## config.mk

```make
export PLATFORM = sky130hd
export DESIGN_NAME = adc_lane_align
export DESIGN_NICKNAME = d
export VERILOG_FILES = /design/src/rtl/adc_lane_align_pkg.sv /design/src/rtl/adc_pattern_check.sv /design/src/rtl/adc_lane_align.sv
export SDC_FILE = /design/constraint.sdc
export NUM_CORES = 1
export LEC_CHECK = 0
export ABC_AREA = 1
export CAP_MARGIN = 10
export CORE_UTILIZATION = 55
export DETAILED_ROUTE_END_ITERATION = 7
export GPL_TIMING_DRIVEN = 0
export HOLD_SLACK_MARGIN = 0.08
export PLACE_DENSITY = 0.8
export SYNTH_ARGS = -nofsm -noshare
export SYNTH_HDL_FRONTEND = slang
export SYNTH_SLANG_ARGS = --single-unit
```

## constraint.sdc

```tcl
create_clock -name adc_clk_bufr -period 3.8 [get_ports adc_clk_bufr]
set_clock_uncertainty 0.2 [all_clocks]
set_input_delay 0.76 -clock adc_clk_bufr [delete_from_list [all_inputs] [get_ports adc_clk_bufr]]
set_output_delay 0.76 -clock adc_clk_bufr [all_outputs]
set_load 0.02 [all_outputs]
```

## src/rtl/adc_lane_align_pkg.sv

```systemverilog
// Shared types and default constants for the ADC lane alignment block.
package adc_lane_align_pkg;

  typedef enum logic [2:0] {
    ST_IDLE    = 3'd0,
    ST_DLY_RST = 3'd1,
    ST_SETTLE  = 3'd2,
    ST_CHECK   = 3'd3,
    ST_STEP    = 3'd4,
    ST_CENTER  = 3'd5,
    ST_LOCKED  = 3'd6,
    ST_FAIL    = 3'd7
  } state_t;

  localparam int DEF_ADC_DATA_WIDTH    = 8;
  localparam int DEF_PARALLEL_PATH_NUM = 2;
  localparam int DEF_SETTLE_CYCLES     = 16;
  localparam int DEF_CHECK_LEN         = 64;
  localparam int DEF_TAP_MAX           = 31;
  localparam int TAP_WIDTH             = 5;

endpackage

```

## src/rtl/adc_pattern_check.sv

```systemverilog
// Training-pattern window checker: compares CHECK_LEN samples against the
// pattern in straight and lane-reversed order and reports the verdict.
module adc_pattern_check
  import adc_lane_align_pkg::*;
#(
  parameter int ADC_DATA_WIDTH    = DEF_ADC_DATA_WIDTH,
  parameter int PARALLEL_PATH_NUM = DEF_PARALLEL_PATH_NUM,
  parameter logic [PARALLEL_PATH_NUM*ADC_DATA_WIDTH-1:0] TRAIN_PATTERN = 16'hAA55,
  parameter int CHECK_LEN         = DEF_CHECK_LEN
) (
  input  logic                                        i_clk,
  input  logic                                        i_rst_n,
  input  logic                                        i_clr,
  input  logic                                        i_en,
  input  logic [PARALLEL_PATH_NUM*ADC_DATA_WIDTH-1:0] i_data,
  output logic                                        o_done,
  output logic                                        o_good,
  output logic                                        o_swap
);

  localparam int W  = PARALLEL_PATH_NUM * ADC_DATA_WIDTH;
  localparam int CW = $clog2(CHECK_LEN + 1);
  localparam logic [CW-1:0] CNT_LAST = CW'(CHECK_LEN - 1);

  logic [W-1:0]  w_patSwap;
  logic          w_matchStraight;
  logic          w_matchSwap;
  logic [CW-1:0] r_cnt;
  logic          r_straightOk;
  logic          r_swapOk;
  logic          r_done;

  for (genvar g = 0; g < PARALLEL_PATH_NUM; g++) begin : g_patSwap
    assign w_patSwap[g*ADC_DATA_WIDTH +: ADC_DATA_WIDTH] =
      TRAIN_PATTERN[(PARALLEL_PATH_NUM-1-g)*ADC_DATA_WIDTH +: ADC_DATA_WIDTH];
  end

  assign w_matchStraight = (i_data == TRAIN_PATTERN);
  assign w_matchSwap     = (i_data == w_patSwap);

  // Each orientation flag survives only if every sample in the window matched it.
  always_ff @(posedge i_clk or negedge i_rst_n) begin
    if (!i_rst_n) begin
      r_cnt        <= '0;
      r_straightOk <= 1'b0;
      r_swapOk     <= 1'b0;
      r_done       <= 1'b0;
    end else if (i_clr) begin
      r_cnt        <= '0;
      r_straightOk <= 1'b1;
      r_swapOk     <= 1'b1;
      r_done       <= 1'b0;
    end else if (i_en && !r_done) begin
      r_straightOk <= r_straightOk & w_matchStraight;
      r_swapOk     <= r_swapOk & w_matchSwap;
      if (r_cnt == CNT_LAST) begin
        r_done <= 1'b1;
      end else begin
        r_cnt <= r_cnt + 1'b1;
      end
    end
  end

  assign o_done = r_done;
  assign o_good = r_done & (r_straightOk | r_swapOk);
  assign o_swap = r_done & ~r_straightOk & r_swapOk;

endmodule

```

## src/rtl/adc_lane_align.sv

```systemverilog
// ADC lane alignment: sweeps the IODELAY taps, finds the window in which the
// training pattern is seen, centres the tap in it and fixes lane order.
module adc_lane_align
  import adc_lane_align_pkg::*;
#(
  parameter int ADC_DATA_WIDTH    = DEF_ADC_DATA_WIDTH,
  parameter int PARALLEL_PATH_NUM = DEF_PARALLEL_PATH_NUM,
  parameter logic [PARALLEL_PATH_NUM*ADC_DATA_WIDTH-1:0] TRAIN_PATTERN = 16'hAA55,
  parameter int SETTLE_CYCLES     = DEF_SETTLE_CYCLES,
  parameter int CHECK_LEN         = DEF_CHECK_LEN,
  parameter int TAP_MAX           = DEF_TAP_MAX
) (
  input  logic                                        adc_clk_bufr,
  input  logic                                        rst_n,
  input  logic [PARALLEL_PATH_NUM*ADC_DATA_WIDTH-1:0] adc_parrel_i,
  input  logic                                        train_start,
  output logic [PARALLEL_PATH_NUM*ADC_DATA_WIDTH-1:0] adc_data_o,
  output logic                                        data_valid,
  output logic                                        align_locked,
  output logic                                        align_fail,
  output logic                                        lane_swap,
  output logic [TAP_WIDTH-1:0]                        tap_value,
  output logic                                        idelay_rst,
  output logic                                        idelay_ce,
  output logic                                        idelay_inc
);

  localparam int W  = PARALLEL_PATH_NUM * ADC_DATA_WIDTH;
  localparam int SW = $clog2(SETTLE_CYCLES + 1);
  localparam logic [SW-1:0]        SETTLE_LAST = SW'(SETTLE_CYCLES - 1);
  localparam logic [TAP_WIDTH-1:0] TAP_LAST    = TAP_WIDTH'(TAP_MAX);

  state_t               r_state;
  state_t               w_stateNext;
  logic [TAP_WIDTH-1:0] r_tap;
  logic [TAP_WIDTH-1:0] r_firstGood;
  logic [TAP_WIDTH-1:0] r_lastGood;
  logic [TAP_WIDTH-1:0] r_target;
  logic                 r_seenGood;
  logic                 r_laneSwap;
  logic                 r_ctrRstDone;
  logic                 r_ctrToggle;
  logic [SW-1:0]        r_settleCnt;
  logic [W-1:0]         r_data;

  logic [W-1:0]         w_revData;
  logic                 w_settleDone;
  logic                 w_chkClr;
  logic                 w_chkEn;
  logic                 w_chkDone;
  logic                 w_chkGood;
  logic                 w_chkSwap;
  logic                 w_sweepEnd;
  logic                 w_atTarget;
  logic                 w_ctrStep;
  logic [TAP_WIDTH-1:0] w_firstEff;
  logic [TAP_WIDTH-1:0] w_lastEff;
  logic [TAP_WIDTH:0]   w_sum;

  for (genvar g = 0; g < PARALLEL_PATH_NUM; g++) begin : g_rev
    assign w_revData[g*ADC_DATA_WIDTH +: ADC_DATA_WIDTH] =
      adc_parrel_i[(PARALLEL_PATH_NUM-1-g)*ADC_DATA_WIDTH +: ADC_DATA_WIDTH];
  end

  adc_pattern_check #(
    .ADC_DATA_WIDTH   (ADC_DATA_WIDTH),
    .PARALLEL_PATH_NUM(PARALLEL_PATH_NUM),
    .TRAIN_PATTERN    (TRAIN_PATTERN),
    .CHECK_LEN        (CHECK_LEN)
  ) u_check (
    .i_clk  (adc_clk_bufr),
    .i_rst_n(rst_n),
    .i_clr  (w_chkClr),
    .i_en   (w_chkEn),
    .i_data (adc_parrel_i),
    .o_done (w_chkDone),
    .o_good (w_chkGood),
    .o_swap (w_chkSwap)
  );

  assign w_settleDone = (r_settleCnt == SETTLE_LAST);
  assign w_chkClr     = (r_state == ST_SETTLE) && w_settleDone;
  assign w_chkEn      = (r_state == ST_CHECK);

  // The window bounds must include the tap being judged right now.
  assign w_firstEff = (w_chkGood && !r_seenGood) ? r_tap : r_firstGood;
  assign w_lastEff  = w_chkGood ? r_tap : r_lastGood;
  assign w_sum      = {1'b0, w_firstEff} + {1'b0, w_lastEff};
  assign w_sweepEnd = (!w_chkGood && r_seenGood) || (r_tap == TAP_LAST);
  assign w_atTarget = (r_tap == r_target);
  assign w_ctrStep  = r_ctrRstDone && !w_atTarget && r_ctrToggle;

  always_ff @(posedge adc_clk_bufr or negedge rst_n) begin
    if (!rst_n) begin
      r_state <= ST_IDLE;
    end else begin
      r_state <= w_stateNext;
    end
  end

  always_comb begin
    w_stateNext  = r_state;
    idelay_rst   = 1'b0;
    idelay_ce    = 1'b0;
    idelay_inc   = 1'b0;
    align_locked = 1'b0;
    align_fail   = 1'b0;
    data_valid   = 1'b0;
    case (r_state)
      ST_IDLE: begin
        if (train_start) w_stateNext = ST_DLY_RST;
      end
      ST_DLY_RST: begin
        idelay_rst  = 1'b1;
        w_stateNext = ST_SETTLE;
      end
      ST_SETTLE: begin
        if (w_settleDone) w_stateNext = ST_CHECK;
      end
      ST_CHECK: begin
        if (w_chkDone) w_stateNext = ST_STEP;
      end
      ST_STEP: begin
        if (w_sweepEnd) begin
          w_stateNext = (r_seenGood || w_chkGood) ? ST_CENTER : ST_FAIL;
        end else begin
          idelay_ce   = 1'b1;
          idelay_inc  = 1'b1;
          w_stateNext = ST_SETTLE;
        end
      end
      ST_CENTER: begin
        idelay_rst = !r_ctrRstDone;
        idelay_ce  = w_ctrStep;
        idelay_inc = w_ctrStep;
        if (r_ctrRstDone && w_atTarget && w_settleDone) w_stateNext = ST_LOCKED;
      end
      ST_LOCKED: begin
        align_locked = 1'b1;
        data_valid   = 1'b1;
        if (train_start) w_stateNext = ST_DLY_RST;
      end
      ST_FAIL: begin
        align_fail = 1'b1;
        if (train_start) w_stateNext = ST_DLY_RST;
      end
      default: w_stateNext = ST_IDLE;
    endcase
  end

  // Sweep bookkeeping; CENTER replays the taps from zero with a gap between pulses.
  always_ff @(posedge adc_clk_bufr or negedge rst_n) begin
    if (!rst_n) begin
      r_tap        <= '0;
      r_firstGood  <= '0;
      r_lastGood   <= '0;
      r_target     <= '0;
      r_seenGood   <= 1'b0;
      r_laneSwap   <= 1'b0;
      r_ctrRstDone <= 1'b0;
      r_ctrToggle  <= 1'b0;
      r_settleCnt  <= '0;
    end else begin
      case (r_state)
        ST_DLY_RST: begin
          r_tap       <= '0;
          r_firstGood <= '0;
          r_lastGood  <= '0;
          r_seenGood  <= 1'b0;
          r_laneSwap  <= 1'b0;
          r_settleCnt <= '0;
        end
        ST_SETTLE: begin
          r_settleCnt <= w_settleDone ? '0 : r_settleCnt + 1'b1;
        end
        ST_STEP: begin
          if (w_chkGood) begin
            if (!r_seenGood) begin
              r_firstGood <= r_tap;
              r_seenGood  <= 1'b1;
            end
            r_lastGood <= r_tap;
            r_laneSwap <= w_chkSwap;
          end
          r_settleCnt <= '0;
          if (w_sweepEnd) begin
            r_target     <= TAP_WIDTH'(w_sum >> 1);
            r_ctrRstDone <= 1'b0;
            r_ctrToggle  <= 1'b0;
          end else begin
            r_tap <= r_tap + 1'b1;
          end
        end
        ST_CENTER: begin
          if (!r_ctrRstDone) begin
            r_ctrRstDone <= 1'b1;
            r_ctrToggle  <= 1'b0;
            r_tap        <= '0;
          end else if (!w_atTarget) begin
            r_ctrToggle <= ~r_ctrToggle;
            if (r_ctrToggle) r_tap <= r_tap + 1'b1;
          end else begin
            r_settleCnt <= r_settleCnt + 1'b1;
          end
        end
        default: ;
      endcase
    end
  end

  always_ff @(posedge adc_clk_bufr or negedge rst_n) begin
    if (!rst_n) begin
      r_data <= '0;
    end else begin
      r_data <= r_laneSwap ? w_revData : adc_parrel_i;
    end
  end

  assign adc_data_o = r_data;
  assign lane_swap  = r_laneSwap;
  assign tap_value  = r_tap;

endmodule

```

==> results.rst <==
.. list-table::
   :header-rows: 1

   * - Metric
     - Value
   * - Transition at the pin with the smallest max-transition slack
     - 650.7 ps
   * - PnR worst setup slack
     - 221.8 ps
   * - Latest clock arrival within the worst-skew pair
     - 340 ps
   * - Number of inserted diodes
     - 0
   * - Post-route standard cell area excluding fillers
     - 4051 um2
   * - Tmin final
     - 3578 ps
   * - Headroom to the max-slew limit
     - 0.5662
   * - Hold_buf cts
     - 0
   * - Switching power
     - 0.7883 mW
   * - Fmax
     - 0.2795 GHz
   * - Global-route total usage across every layer
     - 0.2665
   * - Count of routing violations after the opening detailed-route iteration
     - 309
   * - Leakage component of the power
     - 1.954 nW
   * - Most common cell after layout, fill and taps aside
     - sky130_fd_sc_hd__nand2_1
   * - Final period utilization
     - 0.9416
   * - Worst voltage drop across the vdd grid
     - 0.5031 mV
   * - Placeable core region
     - 5642 um2
   * - Status
     - completed
   * - Power Dens Cells
     - 488.0 nW/um2
   * - Max incr delay on CP
     - 640 ps
   * - Count of pins on the block boundary
     - 47
   * - Critical path's top delay family
     - buffers and inverters
   * - Highest fanout seen on the critical path
     - 10
   * - Row count
     - 27
   * - Critical setup path kind
     - reg -> out
   * - Die Y
     - 79.57 um
   * - Pin count of the biggest net entering global routing
     - 32
   * - Crit. End Element
     - output pin
   * - Final hold vios
     - 0
   * - Library cells used by synthesis
     - 37
   * - Buffer type at the clock tree root
     - sky130_fd_sc_hd__clkbuf_8
   * - Clk slew on worst S/H paths
     - 70 ps
   * - Most common cell on crit path
     - sky130_fd_sc_hd__nand2_1
   * - Share of final-layout standard cells stronger than drive strength 1
     - 0.1120
   * - Placed instance area
     - 3875 um2
   * - Count of TritonRoute iterations in the first routing pass
     - 5
   * - Syn_area_per_cell
     - 7.732 um2
   * - Final Slew Violations
     - 0
   * - CTS tree
     - done
   * - Antenna violations before repair
     - 0
   * - CP Buf/Inv Count
     - 3
   * - Sequential fraction of the synthesis area
     - 0.4386
   * - Fraction of power consumed by combinational cells
     - 0.347
   * - Clock sinks
     - 58
   * - Data arrival time at the worst-slack endpoint
     - 2620 ps
   * - Die Outline Area
     - 6331 um2
   * - Nets
     - 516
   * - RSZ-0062 raised after global routing
     - no
   * - Reg power frac
     - 0.394
   * - Gpl congestion
     - 0.8857
   * - Longest Clk Path Bufs
     - 2
   * - Total CTS buffers
     - 9
   * - Syn-to-layout area delta
     - 22.42%
   * - Nature of the critical path startpoint
     - register
   * - Summed instance area of the synthesized netlist
     - 3309 um2
   * - Sw Share
     - 0.3987
   * - First-pass GRT wire length
     - 12900 um
   * - Count of antenna-violating nets left after detailed routing
     - 0
   * - Commonest non-fill, non-tap cells in the layout
     - sky130_fd_sc_hd__nand2_1, sky130_fd_sc_hd__dfrtp_1, sky130_fd_sc_hd__inv_1
   * - Sum of internal, switching and leakage power
     - 1.977 mW
   * - Grt total ovfl
     - 0
   * - Total vias in the final route
     - 3009
   * - H-tree levels
     - 3
   * - Final core occ
     - 0.7181
   * - Fillers
     - 444
   * - Drt total wl
     - 7566 um
   * - Number of port buffers
     - 46
   * - Clock group share of total power
     - 0.259
   * - Finish-stage setup viols
     - 0
   * - Final worst hold slack
     - 237.3 ps
   * - Synthesized net count
     - 458
   * - Average wire length per cell after detail routing
     - 13.44 um
   * - DRC
     - 0
   * - Cell internal power dissipation
     - 1.189 mW
   * - Sequence of cells on the critical path
     - ha_1, nand2_1, nor2_1, ha_1, inv_1, nand2_1, nand2_1, nand2_1, inv_2, nand2_4, a21oi_1, clkdlybuf4s50_1
   * - Required time of the worst setup path
     - 2840 ps
   * - Count of warnings emitted by yosys
     - 0
   * - Post-DP HPWL
     - 5599 um
   * - Via count of the first global-routing pass
     - 2882
   * - Die outline width
     - 79.57 um
   * - Starting density of the core
     - 0.5866
   * - Highest-delay cell along the critical path
     - sky130_fd_sc_hd__clkdlybuf4s50_1
   * - Placement Setup Slack
     - 492.4 ps
   * - Post-synthesis register bit count
     - 58
   * - Gate count of the mapped netlist
     - 428
   * - Vias per inst
     - 5.345
   * - Class of the tightest hold or removal check
     - in -> async
   * - Count of maximum capacitance violations
     - 0
## worst paths after layout
check | start | end | slack, ps | cells past startpoint
max in group asynchronous | rst_n | tap_value[1] | 2560 | 2
setup reg to reg | u_check.r_swapOk | r_target[3] | 1290 | 9
hold / removal | rst_n | adc_data_o[5] | 240 | 1
hold reg to reg | u_check.r_straightOk | lane_swap | 300 | 1
min in group adc_clk_bufr | u_check.r_straightOk | lane_swap | 300 | 1
setup / recovery | tap_value[0] | idelay_ce | 220 | 12
## sequential cells by signal, summed over array words and instances (netlist names), 3 cells and up
signal and cells:
r_settleCnt 5, r_state 3, r_target 5, adc_data_o 16, r_firstGood 5, u_check.r_cnt 7
r_lastGood 5, tap_value 5
## area by class of cell
class	instances	area (um2)	share of cell area
inverters	61	229.0	0.05652
clock inverters	5	30.03	0.007412
clock buffers	11	141.4	0.03490
plain buffers	11	63.81	0.01575
repair buffers	47	478.0	0.1180
flip-flops and latches	58	1454	0.3589
well taps	72	90.09	0.02224
multi-input cells	298	1565	0.3863
## metrics by stage
| step | std cells | TNS [ps] |
|---|---|---|
| after detailed placement | 547 | 0 |
| final | 563 | 0 |
| after global routing | 563 | 0 |
| after global placement | 546 | -961.4 |
| after floorplan | 428 | 0 |
| after CTS | 563 | 0 |
## cells by family after synthesis
kind of cell             after synthesis  synth area share
flip-flops                            58            0.4386
AO/OA/AOI/OAI                         64            0.1078
buffers and inverters                 72           0.08847
AND/OR/NAND/NOR                      213            0.2949
adder cells (fa/ha/maj)               11           0.04386
XOR/XNOR                              10           0.02647
## synthesized netlist by cell type, drive strengths merged
master | instances | area, um2
xor2 | 8 | 70.07
o31ai | 1 | 7.510
o21ai | 49 | 249.0
a21o | 1 | 7.510
ha | 10 | 125.1
buf | 7 | 48.79
o2111ai | 1 | 8.760
nand4 | 14 | 102.6
fa | 1 | 20.02
nand3 | 41 | 215.2
a21oi | 8 | 55.06
dfrtp | 58 | 1451
a21boi | 1 | 7.510
clkinv | 1 | 3.750
nor4 | 4 | 25.02
a211oi | 1 | 7.510
inv | 60 | 225.2
nor3 | 4 | 20.02
xnor2 | 2 | 17.52
nand2 | 129 | 509.2
o22ai | 1 | 6.260
nor2 | 21 | 103.8
clkbuf | 4 | 15.01
o211ai | 1 | 7.510
## what timing repair did
item,in CTS,in global routing
buffers inserted,0,0
gates resized for setup,0,3
setup endpoints to repair,0,2
## power by group through the flow
stage | Clock, mW | Combinational [mW] | Sequential [mW]
6_report | 0.511 | 0.686 | 0.780
5_1_grt | 0.538 | 0.778 | 0.789
4_1_cts | 0.510 | 0.685 | 0.775
3_5_place_dp | 0 | 0.681 | 0.786
3_3_place_gp | 0 | 0.664 | 0.785
2_1_floorplan | 0 | 0.468 | 0.787
## per-layer routing
layer | GRT usage | routed length, um | up-vias
met4 | 0.1273 | 140 | 0
li1 | - | - | 1508
met3 | 0.04571 | 345 | 15
met1 | 0.3425 | 3411 | 1402
met5 | 0 | 0 | -
met2 | 0.4342 | 3669 | 84
Note: power is estimated with default switching activity, not from simulation.
